### src/rtl/axi_copy_ctrl.sv
// ---------------------------------------------------------------------------
// AxiCopyCtrl -- address sequencer for a memory-to-memory copy engine.
//
// A job copies len transfers from a source region to a destination region.
// The block issues read addresses, waits for each read beat to be reported
// back before issuing the matching write address, and counts write responses
// until every transfer has been acknowledged. The number of reads whose write
// response is still pending is capped at MAX_OUTSTANDING.
//
// Ports:
//   clk, rst                       clock and synchronous active-high reset
//   i_start, i_src_addr,
//   i_dst_addr, i_len              job request, sampled when a start is taken
//   o_busy, o_done, o_err          job status (o_err sticky per job)
//   o_rd_addr_vld/o_rd_addr/
//   i_rd_addr_rdy                  read-address handshake
//   i_rd_data_vld                  one pulse per read beat delivered
//   o_wr_addr_vld/o_wr_addr/
//   i_wr_addr_rdy                  write-address handshake
//   i_wr_resp_vld, i_wr_resp_err   one pulse per write response, error flag
// ---------------------------------------------------------------------------
module axi_copy_ctrl #(
    parameter int ADDR_WIDTH      = 32,
    parameter int LEN_WIDTH       = 16,
    parameter int BEAT_SHIFT      = 2,
    parameter int MAX_OUTSTANDING = 8
) (
    input  logic                  clk,
    input  logic                  rst,
    input  logic                  i_start,
    input  logic [ADDR_WIDTH-1:0] i_src_addr,
    input  logic [ADDR_WIDTH-1:0] i_dst_addr,
    input  logic [LEN_WIDTH-1:0]  i_len,
    output logic                  o_busy,
    output logic                  o_done,
    output logic                  o_err,
    output logic                  o_rd_addr_vld,
    output logic [ADDR_WIDTH-1:0] o_rd_addr,
    input  logic                  i_rd_addr_rdy,
    input  logic                  i_rd_data_vld,
    output logic                  o_wr_addr_vld,
    output logic [ADDR_WIDTH-1:0] o_wr_addr,
    input  logic                  i_wr_addr_rdy,
    input  logic                  i_wr_resp_vld,
    input  logic                  i_wr_resp_err
);

    typedef enum logic [1:0] {
        IDLE = 2'd0,
        RUN  = 2'd1,
        DONE = 2'd2
    } state_t;

    localparam logic [LEN_WIDTH-1:0] MAX_OS = LEN_WIDTH'(MAX_OUTSTANDING);

    state_t                state_q, state_d;
    logic [ADDR_WIDTH-1:0] src_q, src_d;
    logic [ADDR_WIDTH-1:0] dst_q, dst_d;
    logic [LEN_WIDTH-1:0]  len_q, len_d;
    logic [LEN_WIDTH-1:0]  rd_cnt_q, rd_cnt_d;
    logic [LEN_WIDTH-1:0]  rdata_cnt_q, rdata_cnt_d;
    logic [LEN_WIDTH-1:0]  wr_cnt_q, wr_cnt_d;
    logic [LEN_WIDTH-1:0]  resp_cnt_q, resp_cnt_d;
    logic                  err_q, err_d;

    logic                  running;
    logic [LEN_WIDTH-1:0]  in_flight;
    logic                  rd_fire;
    logic                  wr_fire;
    logic                  data_take;
    logic                  resp_take;

    // Handshake outputs depend only on registered state, so once a valid is
    // raised it and its address stay put until the matching fire moves the
    // counter. in_flight counts reads issued but not yet acknowledged by a
    // write response; it never goes negative because responses follow writes,
    // which follow reads.
    assign running       = (state_q == RUN);
    assign in_flight     = rd_cnt_q - resp_cnt_q;
    assign o_rd_addr_vld = running && (rd_cnt_q < len_q) && (in_flight < MAX_OS);
    assign o_wr_addr_vld = running && (wr_cnt_q < len_q) && (wr_cnt_q < rdata_cnt_q);
    assign o_rd_addr     = src_q + (ADDR_WIDTH'(rd_cnt_q) << BEAT_SHIFT);
    assign o_wr_addr     = dst_q + (ADDR_WIDTH'(wr_cnt_q) << BEAT_SHIFT);
    assign o_busy        = running;
    assign o_done        = (state_q == DONE);
    assign o_err         = err_q;

    // Beat and response pulses only count while a job runs and only up to
    // len, so stragglers from an abandoned job or extra pulses are dropped.
    assign rd_fire   = o_rd_addr_vld && i_rd_addr_rdy;
    assign wr_fire   = o_wr_addr_vld && i_wr_addr_rdy;
    assign data_take = running && i_rd_data_vld && (rdata_cnt_q < len_q);
    assign resp_take = running && i_wr_resp_vld && (resp_cnt_q < len_q);

    // Next-state logic. A start is only honoured from IDLE or DONE; it latches
    // the job and clears all bookkeeping. In RUN the four counters advance
    // independently, and the job finishes on the edge that counts the last
    // write response. An error response marks the job but does not stop it.
    always_comb begin
        state_d     = state_q;
        src_d       = src_q;
        dst_d       = dst_q;
        len_d       = len_q;
        rd_cnt_d    = rd_cnt_q;
        rdata_cnt_d = rdata_cnt_q;
        wr_cnt_d    = wr_cnt_q;
        resp_cnt_d  = resp_cnt_q;
        err_d       = err_q;

        case (state_q)
            IDLE, DONE: begin
                if (i_start) begin
                    src_d       = i_src_addr;
                    dst_d       = i_dst_addr;
                    len_d       = i_len;
                    rd_cnt_d    = '0;
                    rdata_cnt_d = '0;
                    wr_cnt_d    = '0;
                    resp_cnt_d  = '0;
                    err_d       = 1'b0;
                    state_d     = (i_len == '0) ? DONE : RUN;
                end
            end
            RUN: begin
                if (rd_fire)   rd_cnt_d    = rd_cnt_q + 1'b1;
                if (data_take) rdata_cnt_d = rdata_cnt_q + 1'b1;
                if (wr_fire)   wr_cnt_d    = wr_cnt_q + 1'b1;
                if (resp_take) begin
                    resp_cnt_d = resp_cnt_q + 1'b1;
                    if (i_wr_resp_err) err_d = 1'b1;
                    if (resp_cnt_q == len_q - 1'b1) state_d = DONE;
                end
            end
            default: state_d = IDLE;
        endcase
    end

    // State register. Reset abandons any job outright: returning to IDLE
    // drops both valids in the very next cycle.
    always_ff @(posedge clk) begin
        if (rst) begin
            state_q     <= IDLE;
            src_q       <= '0;
            dst_q       <= '0;
            len_q       <= '0;
            rd_cnt_q    <= '0;
            rdata_cnt_q <= '0;
            wr_cnt_q    <= '0;
            resp_cnt_q  <= '0;
            err_q       <= 1'b0;
        end else begin
            state_q     <= state_d;
            src_q       <= src_d;
            dst_q       <= dst_d;
            len_q       <= len_d;
            rd_cnt_q    <= rd_cnt_d;
            rdata_cnt_q <= rdata_cnt_d;
            wr_cnt_q    <= wr_cnt_d;
            resp_cnt_q  <= resp_cnt_d;
            err_q       <= err_d;
        end
    end

endmodule

### config.mk
export PLATFORM = sky130hd
export DESIGN_NAME = axi_copy_ctrl
export DESIGN_NICKNAME = d
export VERILOG_FILES = /design/src/rtl/axi_copy_ctrl.sv
export SDC_FILE = /design/constraint.sdc
export NUM_CORES = 1
export LEC_CHECK = 0
export CORE_UTILIZATION = 25
export CTS_CLUSTER_SIZE = 16
export DETAILED_ROUTE_END_ITERATION = 8
export HOLD_SLACK_MARGIN = 0.12
export SLEW_MARGIN = 20
export SYNTH_ARGS = -nofsm -noshare
export SYNTH_HDL_FRONTEND = slang
export SYNTH_SLANG_ARGS = --single-unit
### constraint.sdc
create_clock -name clk -period 3.8 [get_ports clk]
set_input_delay 0.76 -clock clk [delete_from_list [all_inputs] [get_ports clk]]
set_output_delay 0.76 -clock clk [all_outputs]
set_load 0.1 [all_outputs]
==> results.md <==
* Outcome: finished with violations
* Violated checks: negative setup slack
* Starting density of the core at 25.35%
* Finished Layout Cells at 2,373
* Area leader, netlist: dfxtp_1
* Tmin final at 4.098 ns
* Final instance area at 16,780 µm²
* Normalized max-slew margin at 34.66%
* Max cap viols at 0
* R2R Path Start: resp_cnt_q[9]
* EDFF count, synth at 0
* Hold_ws at 0.4565 ns
* Initial antenna violation count at 1
* Synth cell types at 72
* Setup crit end kind: primary output
* Worst setup margin at -0.2980 ns
* GR Overflow Total at 0
* DRT antenna net count at 0
* Crit-path max FO at 2
* First-pass GRT wire length at 63,200 µm
* Pwr/cell area at 299.1 nW/µm²
* RD Place Congestion at 0.9212
* CP required at 3.04 ns
* Fmax at 0.2440 GHz
* CTS tree: built
* Hold depth at 2
* Largest net degree at the start of global routing at 99
* Clock Tree Buf Depth at 2
* Die Ht at 216.3 µm
* Die area at 46,770 µm²
* Cell Area, Synth at 11,480 µm²
* Sw Share at 36.63%
* Reg power frac at 33.8%
* Std cell rows at 78
* Clk sinks at 147
* # port buffers at 156
* Peak supply drop at 0.1873 mV
* RSZ-0062 raised after global routing: yes
* Avg Cell Area, Syn at 7.572 µm²
* FF-to-FF path depth at 12
* Post-layout net count at 1,977
* Initial DRC Count at 985
* Net Switching at 1.838 mW
* CP Class: reg2out
* Vias per inst at 5.124
* WP data arrival at 3.34 ns
* Final hold violations at 0
* Post-synth top area share at 25.64%
* Avg WL per Cell at 16.91 µm
* Vias at 12.16k
* Dpl cell area at 15,250 µm²
* Worst-path clk slew at 0.06 ns
* Asr flop ratio synth at 0%
* HP Class: reg2reg
* Placed cells at 2,301
* Seq/Total Area, Yosys at 25.64%
* DRC Markers at 0
* Final Cycle Share at 107.8%
* Hold Path Sink: src_q[1]
* Number of placed I/O pins at 157
* Top_reg_cell synth: dfxtp_1
* Area delta synth->final at 46.15%
* Router iterations before antenna repair at 5
* Final Power at 5.018 mW
* H-tree levels at 4
* Hold path start: src_q[1]
* Reg2reg setup slack at 0.19 ns
* Actual slew at the worst max-slew pin at 0.9770 ns
* DRT Wirelength at 40,130 µm
* Warnings from Yosys at 0
* Leakage power total at 6.692 nW
* Power share of the combinational group at 32.7%
* Max-slew violation count at 0
* Clock Skews at 0.01344 ns
* #FFs+latches synth at 147
* Top cells by count, synth: nand2_1, dfxtp_1, a21oi_1
* Layout cells sized above 1 at 23.29%
* Skew-Pair Late Insertion Delay at 0.45 ns
* End of the worst register-to-register path: rd_cnt_q[4]
* Synthesized net count at 1,733
* Most common cell in the netlist: nand2_1
* Clock root buffer: clkbuf_16
* Antenna diodes at 0
* Dominant cells by area after synthesis: dfxtp_1, ha_1, nand2_1
* Clock Power Share at 33.5%
* CP Launch Type: register
* Number of buffers created by CTS at 17
* Die X-Extent at 216.3 µm
* Setup violations, final at 17
* Internal at 3.180 mW
* Global Route Usage Sum at 16.99%
* Post-Syn Instances at 1,516
* Post-DP HPWL at 29,890 µm
* Vias in the first global route at 11.94k
* Core area at 45,280 µm²
==> per-layer routing <==
metal  up-vias  GRT usage [%]  wire length [µm]
met3        36          3.284              2354
li1       5952              -                 -
met5         -              0                17
met4         2          4.272               649
met2       375          28.01             18430
met1      5794          22.59             18680
==> cell usage in the layout (no fill, tap or decap), types with 25 or more instances in the layout <==
| cell type | synthesis | final |
|---|---|---|
| nor3_1 | 27 | 25 |
| inv_1 | 83 | 69 |
| ha_1 | 127 | 111 |
| o21ai_0 | 49 | 37 |
| dfxtp_1 | 147 | 124 |
| nand3_1 | 55 | 55 |
| nand2_1 | 249 | 248 |
| nor2_1 | 92 | 85 |
| xnor2_1 | 69 | 48 |
| nand4_1 | 27 | 27 |
| clkdlybuf4s50_1 | 0 | 91 |
| a21oi_1 | 142 | 134 |
| buf_12 | 0 | 49 |
| buf_4 | 4 | 146 |
| a21o_1 | 28 | 28 |
==> cell type report <==
cell class              count  area (µm²)
fillers                  4670       28510
repair buffers            297        3115
multi-input cells        1214        9031
inverters                  83       327.8
clock inverters            11       101.3
well taps                 600       750.7
clock buffers              21       470.5
flip-flops and latches    147        2979
==> how the worst max path moves through the flow <==
stage	slack (ns)	endpoint	from	depth (start not counted)
2_1_floorplan	-0.28	o_wr_addr[20]	wr_cnt_q[0]	12
3_3_place_gp	0.03	o_rd_addr[20]	src_q[2]	14
3_5_place_dp	-0.03	o_rd_addr[20]	src_q[2]	14
4_1_cts	-0.35	o_wr_addr[24]	dst_q[2]	14
5_1_grt	-0.47	o_wr_addr[18]	dst_q[2]	15
6_report	-0.30	o_wr_addr[18]	dst_q[2]	15
==> worst max-delay path, cell delays in order (launching register included) <==
cell      delay [ns]
dfxtp_2         0.35
ha_4            0.14
inv_2           0.03
fa_2            0.34
nor2b_1         0.11
o21ai_1         0.08
a21boi_1        0.20
nor2_1          0.07
o21ba_2         0.21
o31a_1          0.29
buf_4           0.15
buf_6           0.11
a311oi_4        0.24
o21ai_2         0.10
a211oi_4        0.25
buf_12          0.21
==> power by group through the flow <==
| stage | Sequential, mW | Clock, mW | Combinational, mW |
|---|---|---|---|
| 2_1_floorplan | 1.71 | 0 | 1.05 |
| 3_3_place_gp | 1.72 | 0 | 1.59 |
| 3_5_place_dp | 1.72 | 0 | 1.60 |
| 4_1_cts | 1.69 | 1.73 | 1.63 |
| 5_1_grt | 1.71 | 1.81 | 1.74 |
| 6_report | 1.69 | 1.68 | 1.64 |
==> cells by family after synthesis <==
group / after synthesis / synth area share (%)
AO/OA/AOI/OAI: 382 / 21.64
AND/OR/NAND/NOR: 602 / 25.29
XOR/XNOR: 85 / 6.486
buffers and inverters: 155 / 5.319
adder cells (fa/ha/maj): 129 / 14.19
multiplexers: 16 / 1.439
flip-flops: 147 / 25.64
==> timing repair <==
item	in CTS	in global routing
pin swaps	52	58
setup endpoints to repair	34	38
gates resized for setup	94	62
endpoints found under the hold margin	0	0
hold buffers	0	0
setup buffers	27	20
==> per-stage QoR <==
| stage | setup TNS, ns | util (%) | worst slack, ns |
|---|---|---|---|
| 2_1_floorplan | -1.686 | - | -0.2835 |
| 3_3_place_gp | 0 | 33.68 | 0.03144 |
| 3_5_place_dp | -0.03738 | 33.68 | -0.02599 |
| 4_1_cts | -3.428 | 36.24 | -0.3487 |
| 5_1_grt | -6.449 | 37.05 | -0.4684 |
| 6_report | -2.636 | 37.05 | -0.2980 |
==> state kept, by name, summed over array words and instances (netlist names) <==
register     cells
state_q          2
resp_cnt_q      16
o_err            1
wr_cnt_q        16
rd_cnt_q        16
rdata_cnt_q     16
dst_q           32
src_q           32
len_q           16
Note: power is estimated with default switching activity, not from simulation.
